==> src/rtl/console_input_conditioner_if.sv <==
// Signal bundle between the raw console controls and the RIOT/TIA input side.
// The conditioner takes the slave view; whoever drives the raw lines takes master.
interface console_input_conditioner_if;
  logic       CE;
  logic [3:0] joy0;
  logic [3:0] joy1;
  logic       fire0;
  logic       fire1;
  logic       btn_reset;
  logic       btn_select;
  logic       btn_color;
  logic       btn_diff0;
  logic       btn_diff1;
  logic [7:0] PAin;
  logic [7:0] PBin;
  logic       FIRE0_n;
  logic       FIRE1_n;

  modport master (
    output CE, joy0, joy1, fire0, fire1,
    output btn_reset, btn_select,
    output btn_color, btn_diff0, btn_diff1,
    input  PAin, PBin, FIRE0_n, FIRE1_n
  );

  modport slave (
    input  CE, joy0, joy1, fire0, fire1,
    input  btn_reset, btn_select,
    input  btn_color, btn_diff0, btn_diff1,
    output PAin, PBin, FIRE0_n, FIRE1_n
  );
endinterface

==> src/rtl/console_input_conditioner.sv <==
// Synchronises and debounces the 15 raw console lines and packs them
// into the RIOT SWCHA/SWCHB and TIA fire formats.
module console_input_conditioner #(
  parameter int DEBOUNCE_CYCLES = 1190
) (
  input logic                          CLK,
  input logic                          RES_n,
  console_input_conditioner_if.slave   io
);

  localparam int          N       = 15;
  localparam logic [15:0] LP_LAST = 16'(DEBOUNCE_CYCLES - 1);

  logic [N-1:0] w_raw;
  logic [N-1:0] r_s1;
  logic [N-1:0] r_s2;
  logic [N-1:0] r_stable;
  logic [2:0]   r_stable_d;
  logic [2:0]   w_rise;
  logic         r_color;
  logic         r_diff0;
  logic         r_diff1;
  logic [3:0]   w_m0;
  logic [3:0]   w_m1;

  // line map: 0-3 joy0, 4-7 joy1, 8/9 fire, 10 reset, 11 select, 12-14 toggles
  assign w_raw = {io.btn_diff1, io.btn_diff0, io.btn_color,
                  io.btn_select, io.btn_reset,
                  io.fire1, io.fire0, io.joy1, io.joy0};

  always_ff @(posedge CLK or negedge RES_n) begin
    if (!RES_n) begin
      r_s1 <= '0;
      r_s2 <= '0;
    end else begin
      r_s1 <= w_raw;
      r_s2 <= r_s1;
    end
  end

  for (genvar g = 0; g < N; g++) begin : g_line
    logic [15:0] r_cnt;

    always_ff @(posedge CLK or negedge RES_n) begin
      if (!RES_n) begin
        r_cnt       <= '0;
        r_stable[g] <= 1'b0;
      end else if (io.CE) begin
        if (r_s2[g] == r_stable[g]) begin
          r_cnt <= '0;
        end else if (r_cnt == LP_LAST) begin
          r_stable[g] <= r_s2[g];
          r_cnt       <= '0;
        end else begin
          r_cnt <= r_cnt + 16'd1;
        end
      end
    end
  end

  assign w_rise = r_stable[14:12] & ~r_stable_d;

  always_ff @(posedge CLK or negedge RES_n) begin
    if (!RES_n) begin
      r_stable_d <= '0;
      r_color    <= 1'b1;
      r_diff0    <= 1'b0;
      r_diff1    <= 1'b0;
    end else begin
      r_stable_d <= r_stable[14:12];
      if (w_rise[0]) r_color <= ~r_color;
      if (w_rise[1]) r_diff0 <= ~r_diff0;
      if (w_rise[2]) r_diff1 <= ~r_diff1;
    end
  end

  // opposing directions on one axis cancel each other
  function automatic logic [3:0] f_mask(input logic [3:0] d);
    f_mask = {d[3] & ~d[2], d[2] & ~d[3],
              d[1] & ~d[0], d[0] & ~d[1]};
  endfunction

  assign w_m0 = f_mask(r_stable[3:0]);
  assign w_m1 = f_mask(r_stable[7:4]);

  assign io.PAin    = ~{w_m0, w_m1};
  assign io.PBin    = {r_diff1, r_diff0, 2'b00, r_color, 1'b0,
                       ~r_stable[11], ~r_stable[10]};
  assign io.FIRE0_n = ~r_stable[8];
  assign io.FIRE1_n = ~r_stable[9];

endmodule

==> src/flat_wrapper.sv <==
// flat-port wrapper written by rule: the top's interface ports become plain ports
module console_input_conditioner_flat 
#(
  parameter int DEBOUNCE_CYCLES = 1190
)
  (CLK, RES_n, io_CE, io_joy0, io_joy1, io_fire0, io_fire1, io_btn_reset, io_btn_select, io_btn_color, io_btn_diff0, io_btn_diff1, io_PAin, io_PBin, io_FIRE0_n, io_FIRE1_n);
  console_input_conditioner_if io_i ();
  input logic CLK;
  input logic RES_n;
  input wire logic [$bits(io_i.CE)-1:0] io_CE;
  input wire logic [$bits(io_i.joy0)-1:0] io_joy0;
  input wire logic [$bits(io_i.joy1)-1:0] io_joy1;
  input wire logic [$bits(io_i.fire0)-1:0] io_fire0;
  input wire logic [$bits(io_i.fire1)-1:0] io_fire1;
  input wire logic [$bits(io_i.btn_reset)-1:0] io_btn_reset;
  input wire logic [$bits(io_i.btn_select)-1:0] io_btn_select;
  input wire logic [$bits(io_i.btn_color)-1:0] io_btn_color;
  input wire logic [$bits(io_i.btn_diff0)-1:0] io_btn_diff0;
  input wire logic [$bits(io_i.btn_diff1)-1:0] io_btn_diff1;
  output wire logic [$bits(io_i.PAin)-1:0] io_PAin;
  output wire logic [$bits(io_i.PBin)-1:0] io_PBin;
  output wire logic [$bits(io_i.FIRE0_n)-1:0] io_FIRE0_n;
  output wire logic [$bits(io_i.FIRE1_n)-1:0] io_FIRE1_n;
  assign io_i.CE = io_CE;
  assign io_i.joy0 = io_joy0;
  assign io_i.joy1 = io_joy1;
  assign io_i.fire0 = io_fire0;
  assign io_i.fire1 = io_fire1;
  assign io_i.btn_reset = io_btn_reset;
  assign io_i.btn_select = io_btn_select;
  assign io_i.btn_color = io_btn_color;
  assign io_i.btn_diff0 = io_btn_diff0;
  assign io_i.btn_diff1 = io_btn_diff1;
  assign io_PAin = io_i.PAin;
  assign io_PBin = io_i.PBin;
  assign io_FIRE0_n = io_i.FIRE0_n;
  assign io_FIRE1_n = io_i.FIRE1_n;
  console_input_conditioner #(.DEBOUNCE_CYCLES(DEBOUNCE_CYCLES)) u_core (.CLK(CLK), .RES_n(RES_n), .io(io_i));
endmodule
==> config.mk <==
export PLATFORM = sky130hd
export DESIGN_NAME = console_input_conditioner_flat
export DESIGN_NICKNAME = d
export VERILOG_FILES = /design/src/rtl/console_input_conditioner_if.sv /design/src/rtl/console_input_conditioner.sv /design/src/flat_wrapper.sv
export SDC_FILE = /design/constraint.sdc
export NUM_CORES = 1
export LEC_CHECK = 0
export ABC_AREA = 1
export CAP_MARGIN = 20
export CORE_MARGIN = 1.5
export CORE_UTILIZATION = 45
export CTS_BUF_LIST = sky130_fd_sc_hd__clkbuf_8
export CTS_CLUSTER_DIAMETER = 30
export CTS_CLUSTER_SIZE = 40
export DETAILED_ROUTE_END_ITERATION = 7
export PLACE_DENSITY_LB_ADDON = 0.05
export SYNTH_ARGS = -nofsm -noshare
export SYNTH_HDL_FRONTEND = slang
export SYNTH_SLANG_ARGS = --single-unit
==> constraint.sdc <==
create_clock -name CLK -period 1.6 [get_ports CLK]
set_input_delay 0.4 -clock CLK [delete_from_list [all_inputs] [get_ports CLK]]
set_output_delay 0.4 -clock CLK [all_outputs]
set_load 0.02 [all_outputs]
* Word level (Yosys, flattened, before mapping) *
Cells that the tools add are included.

storage, ports and cells
  flip-flop bits (word level) = 291
  input bits = 18
  output and inout port bits = 18
  logic and storage cells = 167

operators by class
  add/sub/neg operators = 15
  equality and inequality tests = 30
  muxes and demuxes = 30
  bitwise gates (word level) = 41
  reduce and logical (&&, ||, !) cells = 15

operators with widths
  kind                   number
  $mux 16                30
  $add 16x1->16 const B  15
  $eq 16x11->1 const B   15
  $reduce_and 3->1       15
  $not 1->1              30
  $eq 1x1->1             15
  $and 1x1->1            8
  $not 8->8              1
  $and 3x3->3            1
  $not 3->3              1

* Depth between registers and ports, before layout *
Gate-level depths: netlist of run 1.

  word-level depth = 3
  gate-level depth with buffers = 9
  mapped depth without buffers = 9

* Worst setup path before layout of run 1 *
OpenSTA, ideal clock, no wires.

  path kind = register to register
  start point = reg u_core.g_line[14].r_cnt[0]
  end point = reg u_core.g_line[14].r_cnt[10]
  library setup time = 117 ps
  arrival time = 1283 ps
  data required time = 1483 ps
  slack = 199 ps
  cell stages (with the launch flop) = 9
  clock period less this slack = 1401 ps
  path through = dfrtp_1 -> ha_1 -> nand2_1 -> inv_1 -> nand3_1 -> nor2_1 -> or2_2 -> nand3_1 -> nand2_1

between the ends
  word-level cells in the longest chain between the ends = 3
  elaborated cells between the ends (all ways) = 4
  classes of those cells = add/sub: 1; eq/ne: 1; mux: 2

ends and longest elaborated chain
  element                                               line                                                              source
  start: declaration                                    console_input_conditioner.sv:42                                   logic [15:0] r_cnt;
  start signal: assignment                              console_input_conditioner.sv:55                                   r_cnt <= r_cnt + 16'd1;
  $add 16x1->16 / $eq 16x11->1 (equally long branches)  console_input_conditioner.sv:55, console_input_conditioner.sv:51
  $mux 16 (*)                                           console_input_conditioner.sv:51                                   end else if (r_cnt == LP_LAST) begin
  $mux 16 (*)                                           console_input_conditioner.sv:49                                   if (r_s2[g] == r_stable[g]) begin

Every way passes the cells marked *; elsewhere a longest branch is shown, timed or not.
A chain may end at the register's enable or synchronous reset.

* Final worst setup path of run 1 *
  start point = reg u_core.r_stable[6]
  end point = out io_PAin[3]

between the ends
  word-level cells in the longest chain between the ends = 3

ends and longest elaborated chain
  element                           line                             source
  start: declaration                console_input_conditioner.sv:17  logic [N-1:0] r_stable;
  start signal: indexed assignment  console_input_conditioner.sv:52  r_stable[g] <= r_s2[g];
  $not 1->1                         console_input_conditioner.sv:79  f_mask = {d[3] & ~d[2], d[2] & ~d[3],
  $and 1x1->1                       console_input_conditioner.sv:79
  $not 8->8                         console_input_conditioner.sv:86  assign io.PAin = ~{w_m0, w_m1};
  end: declaration                  flat_wrapper.sv:20               output wire logic [$bits(io_i.PAin)-1:0] io_PAin;

Every way passes these cells.

==> Implementation_results.wiki, run 1 <==
{| class="wikitable"
! Metric !! Value
|-
| Kind of end point of the critical path || output pin
|-
| Drt total wl || 38,600 um
|-
| Library cell with the largest summed area after synthesis || dfrtp_1
|-
| Critical Setup Path Class || reg2out
|-
| Hold crit path type || in2reg
|-
| Register-to-register setup slack || 0.09 ns
|-
| Clock transition at the register clock pins on the worst setup and hold paths after CTS || 0.06 ns
|-
| Top-Level Pins || 36
|-
| Count of inserted antenna diode cells || 0
|-
| DRC violations left || 0
|-
| Critical hold path startpoint || io_joy1[1]
|-
| Depth of the CTS H-tree || 3
|-
| Overall die width || 198 um
|-
| DP HPWL || 26,900 um
|-
| Crit-path leading delay family || flip-flops
|-
| Largest net degree at the start of global routing || 54
|-
| Initial antenna violation count || 0
|-
| Unique cell type count in the Yosys netlist || 36
|-
| Maximum net fanout on the critical path || 3
|-
| Setup clock skew after layout || 0.0340 ns
|-
| Final non-filler cell total || 3,085
|-
| Register bit total from synthesis || 291
|-
| Unrepaired setup endpoints after global routing || true
|-
| Max capacitance violation total || 0
|-
| Startpoint of the lowest-slack register-to-register path || u_core.g_line[8].r_cnt[1]
|-
| Area share of the leading cell type in the synthesized netlist || 0.423
|-
| Overall global routing resource usage || 0.205
|-
| Post-layout total power || 19.3 mW
|-
| Placement row count || 71
|-
| Achievable frequency || 557 MHz
|-
| Most instantiated flip-flop cell in the synthesis netlist || dfrtp_1
|-
| Final hold slack || 0.213 ns
|-
| Post-synth ARST share || 1.00
|-
| Number of global-route vias before repair || 14,600
|-
| Number of enable-type register cells in the synthesized netlist || 0
|-
| Total power density per cell area || 942 mW/mm2
|-
| Buf/Inv on CP || 1
|-
| Fill cells || 3,565
|-
| Longest individual stage delay on the worst path || 0.42 ns
|-
| Starting utilization of the core area || 0.456
|-
| Final count of hold timing violations || 0
|-
| Period utilisation layout || 1.12
|-
| Average cell area after synthesis || 7.18 um2
|-
| Number of cells produced by synthesis || 2,386
|-
| Number of buffers added by the clock tree synthesis step || 74
|-
| Worst hold path stage count || 1
|-
| TritonCTS Sinks || 291
|-
| Worst reg2reg path endpoint || u_core.g_line[8].r_cnt[4]
|-
| Average wire length per cell after detail routing || 12.5 um
|-
| Insertion delay to the later sink of the worst-skew pair || 0.63 ns
|-
| Proportion of layout cells with a drive suffix above 1 || 0.138
|-
| Violations in the final reports || negative setup slack
|-
| Root buffer cell || clkbuf_8
|-
| WP data required || 1.20 ns
|-
| Kind of start point of the critical path || flop
|-
| Ranking of synthesized cells by area || dfrtp_1 42%, nand2_1 17%, nand3_1 6.7%
|-
| Arrival time of data at the critical path endpoint || 1.40 ns
|-
| Port-buffer cells || 32
|-
| Area Overhead vs Synth || 19.7%
|-
| Core Region || 0.0376 mm2
|-
| End of the worst hold path || u_core.r_s1[5]
|-
| Sequential fraction of the synthesis area || 0.425
|-
| Syn Std Cell Area || 0.0171 mm2
|-
| Detailed Route Iter0 Violations || 593
|-
| Die span in y || 198 um
|-
| Cells after DPL || 2,937
|-
| Pre-CTS worst setup slack || -0.0303 ns
|-
| Status || complete, but fails checks
|-
| Slowest cell on the critical path || dfrtp_1
|-
| Weighted congestion reported at the end of routability-driven placement || 0.853
|-
| Cells along the critical path || or2_4 -> buf_6
|-
| Warnings, synthesis || 0
|-
| Number of vias per cell || 4.92
|-
| TritonCTS clock tree || built
|-
| Via Count || 15,200
|-
| Pleak || 9.65 nW
|-
| NumNets Final || 2,565
|-
| FF-to-FF path depth || 9
|-
| Final Core Density || 0.546
|-
| Most numerous cell in the Yosys netlist || nand2_1
|-
| Time the worst path needs with I/O delays and setup || 1.80 ns
|-
| Maximum count of clock buffers along a single path || 3
|-
| Peak supply drop || 0.000874 V
|-
| Worst Setup Slack, final || -0.197 ns
|-
| Global-route wire length before repair || 67,200 um
|-
| Cell types with the highest counts after synthesis || 796 x nand2_1, 303 x inv_1, 290 x dfrtp_1, 231 x nand3_1, 230 x nor2_1
|-
| Global route total overflow || 0
|-
| Count of TritonRoute iterations in the first routing pass || 5
|-
| Final setup violation count || 9
|-
| Die area || 0.0393 mm2
|-
| Final max-slew violation count || 0
|-
| Remaining number of nets flagged by the antenna check after routing || 0
|}
[cells in the final DEF, fill, tap and decap left out, types with 18 or more instances in the layout]
| cell | instances |
|---|---|
| nand4_1 | 65 |
| nor2_4 | 20 |
| buf_6 | 18 |
| nor2_2 | 39 |
| clkbuf_8 | 87 |
| nor3_1 | 26 |
| buf_4 | 47 |
| ha_1 | 29 |
| xor2_1 | 64 |
| inv_1 | 295 |
| nand3_1 | 221 |
| nand2_1 | 790 |
| nor2_1 | 215 |
| dfrtp_1 | 284 |
| o21ai_0 | 103 |
| o22ai_1 | 61 |
[power by group]
part | switching, mW | total [mW] | internal (mW)
clock | 3.90 | 10.6 | 6.67
combinational | 0.629 | 1.02 | 0.393
sequential | 0.184 | 7.73 | 7.55
[stage by stage]
stage          setup TNS (ns)  cell area (um2)
2_1_floorplan               0            17100
4_1_cts                 -1.92            20300
3_5_place_dp          -0.0303            18400
3_3_place_gp          -0.0212            18400
6_report                -1.29            20500
5_1_grt                 -2.32            20500
[worst reg2reg max path: cells and delay by family, from the launching register on]
family,cells,cell delay (ns)
buffers and inverters,2,0.22
adders and majority gates,1,0.20
AOI/OAI and AO/OA,1,0.07
DFF,1,0.41
and+or+nand+nor,5,0.47
[cells by family (layout without fill, tap and decap cells)]
logic type | after synthesis | in the layout | synth area share
and+or+nand+nor | 1432 | 1433 | 0.362
other | 1 | 3 | 0.000219
adders and majority gates | 30 | 30 | 0.0219
buffers and inverters | 354 | 539 | 0.0816
xor gates and xnor gates | 76 | 76 | 0.0388
AOI/OAI and AO/OA | 202 | 202 | 0.0708
DFF | 291 | 291 | 0.425
[sequential cells by signal, indices dropped and copies added (netlist names)]
signal               flops
u_core.r_s1             15
u_core.g_line.r_cnt    240
u_core.r_color           1
u_core.r_s2             15
u_core.r_diff0           1
u_core.r_stable         15
u_core.r_stable_d        3
u_core.r_diff1           1
[per-layer routing]
metal | wire [um] | vias to the layer above | global-route usage
li1 | - | 7895 | -
met1 | 18700 | 7011 | 0.275
met2 | 17700 | 191 | 0.332
met3 | 1300 | 67 | 0.0422
met4 | 848 | 0 | 0.0667
met5 | 0 | - | 0
[how the worst max path moves through the flow]
stage / from / end / slack, ns / cells past startpoint
floorplan: u_core.g_line[14].r_cnt[0] / u_core.g_line[14].r_cnt[10] / 0.20 / 8
global placement: u_core.r_stable[7] / io_PAin[3] / -0.02 / 3
detailed placement: u_core.r_stable[7] / io_PAin[3] / -0.03 / 3
CTS: u_core.r_stable[3] / io_PAin[6] / -0.24 / 2
global route: u_core.r_stable[6] / io_PAin[3] / -0.27 / 2
finish: u_core.r_stable[6] / io_PAin[3] / -0.20 / 2
[final cells by class]
cell class / instances / area (um2) / share of cell area
clock inverters: 46 / 547 / 0.0266
clock buffers: 87 / 1200 / 0.0584
inverters: 310 / 1170 / 0.0571
well taps: 511 / 639 / 0.0312
multi-input cells: 1744 / 8660 / 0.422
flip-flops and latches: 291 / 7290 / 0.355
repair buffers: 96 / 1010 / 0.0493
[timing repair]
action	in CTS	in global routing
resized for setup	101	59
hold endpoints to repair	145	0
pin swaps	1	8
hold buffers	1	0
cloned	0	1
endpoints found under the setup margin	15	102
buffers inserted	8	5
Note: power is estimated with default switching activity, not from simulation.
==> run 2, diff against run 1 <==
Settings changed: HOLD_SLACK_MARGIN set to 0.12.
==> results of run 2 <==
No change in the layout: final DEF, timing and power equal those of run 1.
==> run 3, diff against run 2 <==
Settings changed: CTS_CLUSTER_SIZE 40 to not set, DONT_BUFFER_PORTS set to 1.
==> Implementation_results.wiki, run 3 (synthesis results as in run 1) <==
{| class="wikitable"
! Metric !! Value
|-
| Critical Setup Path Class || reg2out (unchanged)
|-
| Maximum count of clock buffers along a single path || 3 (unchanged)
|-
| Time the worst path needs with I/O delays and setup || 1.75 ns (was 1.80 ns)
|-
| Unrepaired setup endpoints after global routing || true (unchanged)
|-
| Area Overhead vs Synth || 17.9% (was 19.7%)
|-
| Fraction of power spent switching nets || 0.229 (was 0.244)
|-
| Starting utilization of the core area || 0.456 (unchanged)
|-
| Startpoint of the lowest-slack register-to-register path || u_core.g_line[1].r_cnt[1] (was u_core.g_line[8].r_cnt[1])
|-
| Violations in the final reports || negative hold slack, negative setup slack (was negative setup slack)
|-
| Max capacitance violation total || 0 (unchanged)
|-
| Number of vias per cell || 4.95 (was 4.92)
|-
| Most frequent cells in the layout || 791 x nand2_1, 303 x inv_1, 285 x dfrtp_1, 220 x nand3_1, 213 x nor2_1 (was 790 x nand2_1, 295 x inv_1, 284 x dfrtp_1, 221 x nand3_1, 215 x nor2_1)
|-
| Pre-CTS worst setup slack || 0.0433 ns (was -0.0303 ns)
|-
| Slowest cell on the critical path || dfrtp_2 (was dfrtp_1)
|-
| Port-buffer cells || 0 (was 32)
|-
| Drt total wl || 38,500 um (was 38,600 um)
|-
| Overall die width || 198 um (unchanged)
|-
| Count of inserted antenna diode cells || 0 (unchanged)
|-
| Longest individual stage delay on the worst path || 0.45 ns (was 0.42 ns)
|-
| Pleak || 9.55 nW (was 9.65 nW)
|-
| Number of global-route vias before repair || 14,600 (about the same)
|-
| Switch Pwr || 4.52 mW (was 4.72 mW)
|-
| Worst slew margin relative to its limit || 0.488
|-
| Die area || 0.0393 mm2 (unchanged)
|-
| Via Count || 15,100 (was 15,200)
|-
| Clock transition at the register clock pins on the worst setup and hold paths after CTS || 0.05 ns (was 0.06 ns)
|-
| Count of TritonRoute iterations in the first routing pass || 5 (unchanged)
|-
| Kind of end point of the critical path || output pin (unchanged)
|-
| Final count of hold timing violations || 364 (was 0)
|-
| Final max-slew violation count || 0 (unchanged)
|-
| Seq. cell area || 0.00729 mm2 (about the same)
|-
| Final hold slack || -0.502 ns (was 0.213 ns)
|-
| Kind of start point of the critical path || flop (unchanged)
|-
| Combined area of the multi-input logic cells || 0.00866 mm2 (about the same)
|-
| DP HPWL || 24,800 um (was 26,900 um)
|-
| Proportion of layout cells with a drive suffix above 1 || 0.126 (was 0.138)
|-
| Achievable frequency || 571 MHz (was 557 MHz)
|-
| Global-route wire length before repair || 66,200 um (was 67,200 um)
|-
| Root buffer cell || clkbuf_8 (unchanged)
|-
| WP data required || 1.20 ns (about the same)
|-
| Weighted congestion reported at the end of routability-driven placement || 0.884 (was 0.853)
|-
| Largest net degree at the start of global routing || 292 (was 54)
|-
| Number of buffers added by the clock tree synthesis step || 81 (was 74)
|-
| Cells along the critical path || or2_4 (was or2_4 -> buf_6)
|-
| NumNets Final || 2,530 (was 2,565)
|-
| Average wire length per cell after detail routing || 12.6 um (was 12.5 um)
|-
| Pint || 15.2 mW (was 14.6 mW)
|-
| TritonCTS Sinks || 291 (unchanged)
|-
| Worst Setup Slack, final || -0.152 ns (was -0.197 ns)
|-
| Period utilisation layout || 1.09 (was 1.12)
|-
| Final Core Density || 0.538 (was 0.546)
|-
| Share of power burned in combinational logic || 0.037 (was 0.053)
|-
| Die span in y || 198 um (unchanged)
|-
| Top register by number of flip-flops || u_core.g_line.r_cnt (unchanged)
|-
| Setup clock skew after layout || 0.0187 ns (was 0.0340 ns)
|-
| Clock power frac || 0.571 (was 0.547)
|-
| Overall global routing resource usage || 0.203 (was 0.205)
|-
| Most common cell after layout, fill and taps aside || nand2_1 (unchanged)
|-
| FF-to-FF path depth || 9 (unchanged)
|-
| Total power density per cell area || 977 mW/mm2 (was 942 mW/mm2)
|-
| Tightest Pin Transition || 0.768 ns
|-
| Maximum net fanout on the critical path || 3 (unchanged)
|-
| Fill cells || 3,586 (was 3,565)
|-
| Buf/Inv on CP || 0 (was 1)
|-
| Max reg flops || 240 (unchanged)
|-
| Worst reg2reg path endpoint || u_core.g_line[1].r_cnt[11] (was u_core.g_line[8].r_cnt[4])
|-
| Register-to-register setup slack || 0.03 ns (was 0.09 ns)
|-
| Crit-path leading delay family || flip-flops (unchanged)
|-
| DRC violations left || 0 (unchanged)
|-
| Peak supply drop || 0.00127 V (was 0.000874 V)
|-
| Status || complete, but fails checks (unchanged)
|-
| Remaining number of nets flagged by the antenna check after routing || 0 (unchanged)
|-
| Depth of the CTS H-tree || 3 (unchanged)
|-
| Insertion delay to the later sink of the worst-skew pair || 0.63 ns (about the same)
|-
| Detailed Route Iter0 Violations || 659 (was 593)
|-
| Hold crit path type || in2async (was in2reg)
|-
| Hold Buf Count CTS || 17 (was 1)
|-
| Power share of the sequential group || 0.392 (was 0.400)
|-
| TritonCTS clock tree || built (unchanged)
|-
| Top-Level Pins || 36 (unchanged)
|-
| Placement row count || 71 (unchanged)
|-
| Arrival time of data at the critical path endpoint || 1.35 ns (was 1.40 ns)
|-
| Initial antenna violation count || 0 (unchanged)
|-
| Final setup violation count || 7 (was 9)
|-
| Global route total overflow || 0 (unchanged)
|-
| Core Region || 0.0376 mm2 (unchanged)
|}
run 3: changes by cell type in the layout (fill, tap and decap cells not counted), sizes merged:
cell           change
clkdlybuf4s50     -15
dlygate4sd3       +16
bufinv             -2
clkinvlp          -10
clkbuf            +22
buf               -42
nor2               -1
clkinv             -2
inv                +6
run 3: worst max path at each step:
stage	start	endpoint	slack (ns)	depth (start not counted)
after global placement	u_core.g_line[1].r_cnt[1]	u_core.g_line[1].r_cnt[13]	0.09	9
final	u_core.r_stable[6]	io_PAin[3]	-0.15	1
after detailed placement	u_core.g_line[3].r_cnt[1]	u_core.g_line[3].r_cnt[8]	0.04	9
after floorplan	u_core.g_line[14].r_cnt[0]	u_core.g_line[14].r_cnt[10]	0.20	8
after CTS	u_core.r_stable[1]	io_PAin[5]	-0.19	2
after global routing	u_core.r_stable[1]	io_PAin[5]	-0.20	2
run 3: layout make-up:
| type | instances | area share |
|---|---|---|
| tap | 511 | 0.0316 |
| multi-input combinational | 1743 | 0.428 |
| clock inverter | 38 | 0.0194 |
| timing repair buffer | 55 | 0.0274 |
| clock buffer | 109 | 0.0742 |
| inverter | 310 | 0.0581 |
| sequential | 291 | 0.361 |
run 3: layer usage:
layer  wire length [um]  vias up  global-route usage
met2              17900      227               0.337
met1              18200     7015               0.260
li1                   -     7812                   -
met4                797        0              0.0715
met3               1600       67              0.0450
met5                  0        -                   0
run 3: power by group through the flow:
stage | Combinational (mW) | Clock, mW | Sequential, mW
after detailed placement | 0.669 | 0 | 7.85
final | 0.736 | 11.3 | 7.74
after global placement | 0.657 | 0 | 7.84
after CTS | 0.709 | 11.6 | 7.73
after floorplan | 0.560 | 0 | 7.81
after global routing | 0.849 | 12.0 | 7.76
run 3: repair_timing:
item                                   4_1_cts  5_1_grt
resized for setup                           12       60
endpoints found under the hold margin      485      400
setup endpoints to repair                   13       89
pin swaps                                    2       12
buffers inserted                            11        8
run 3: metrics by stage:
step	std cells	area, um2	power (mW)	TNS, ns
after global routing	3057	20200	20.6	-1.56
after floorplan	2388	17100	8.37	0
after CTS	3048	19900	20.1	-1.26
after global placement	2873	17800	8.50	0
final	3057	20200	19.7	-0.660
after detailed placement	2873	17800	8.52	0
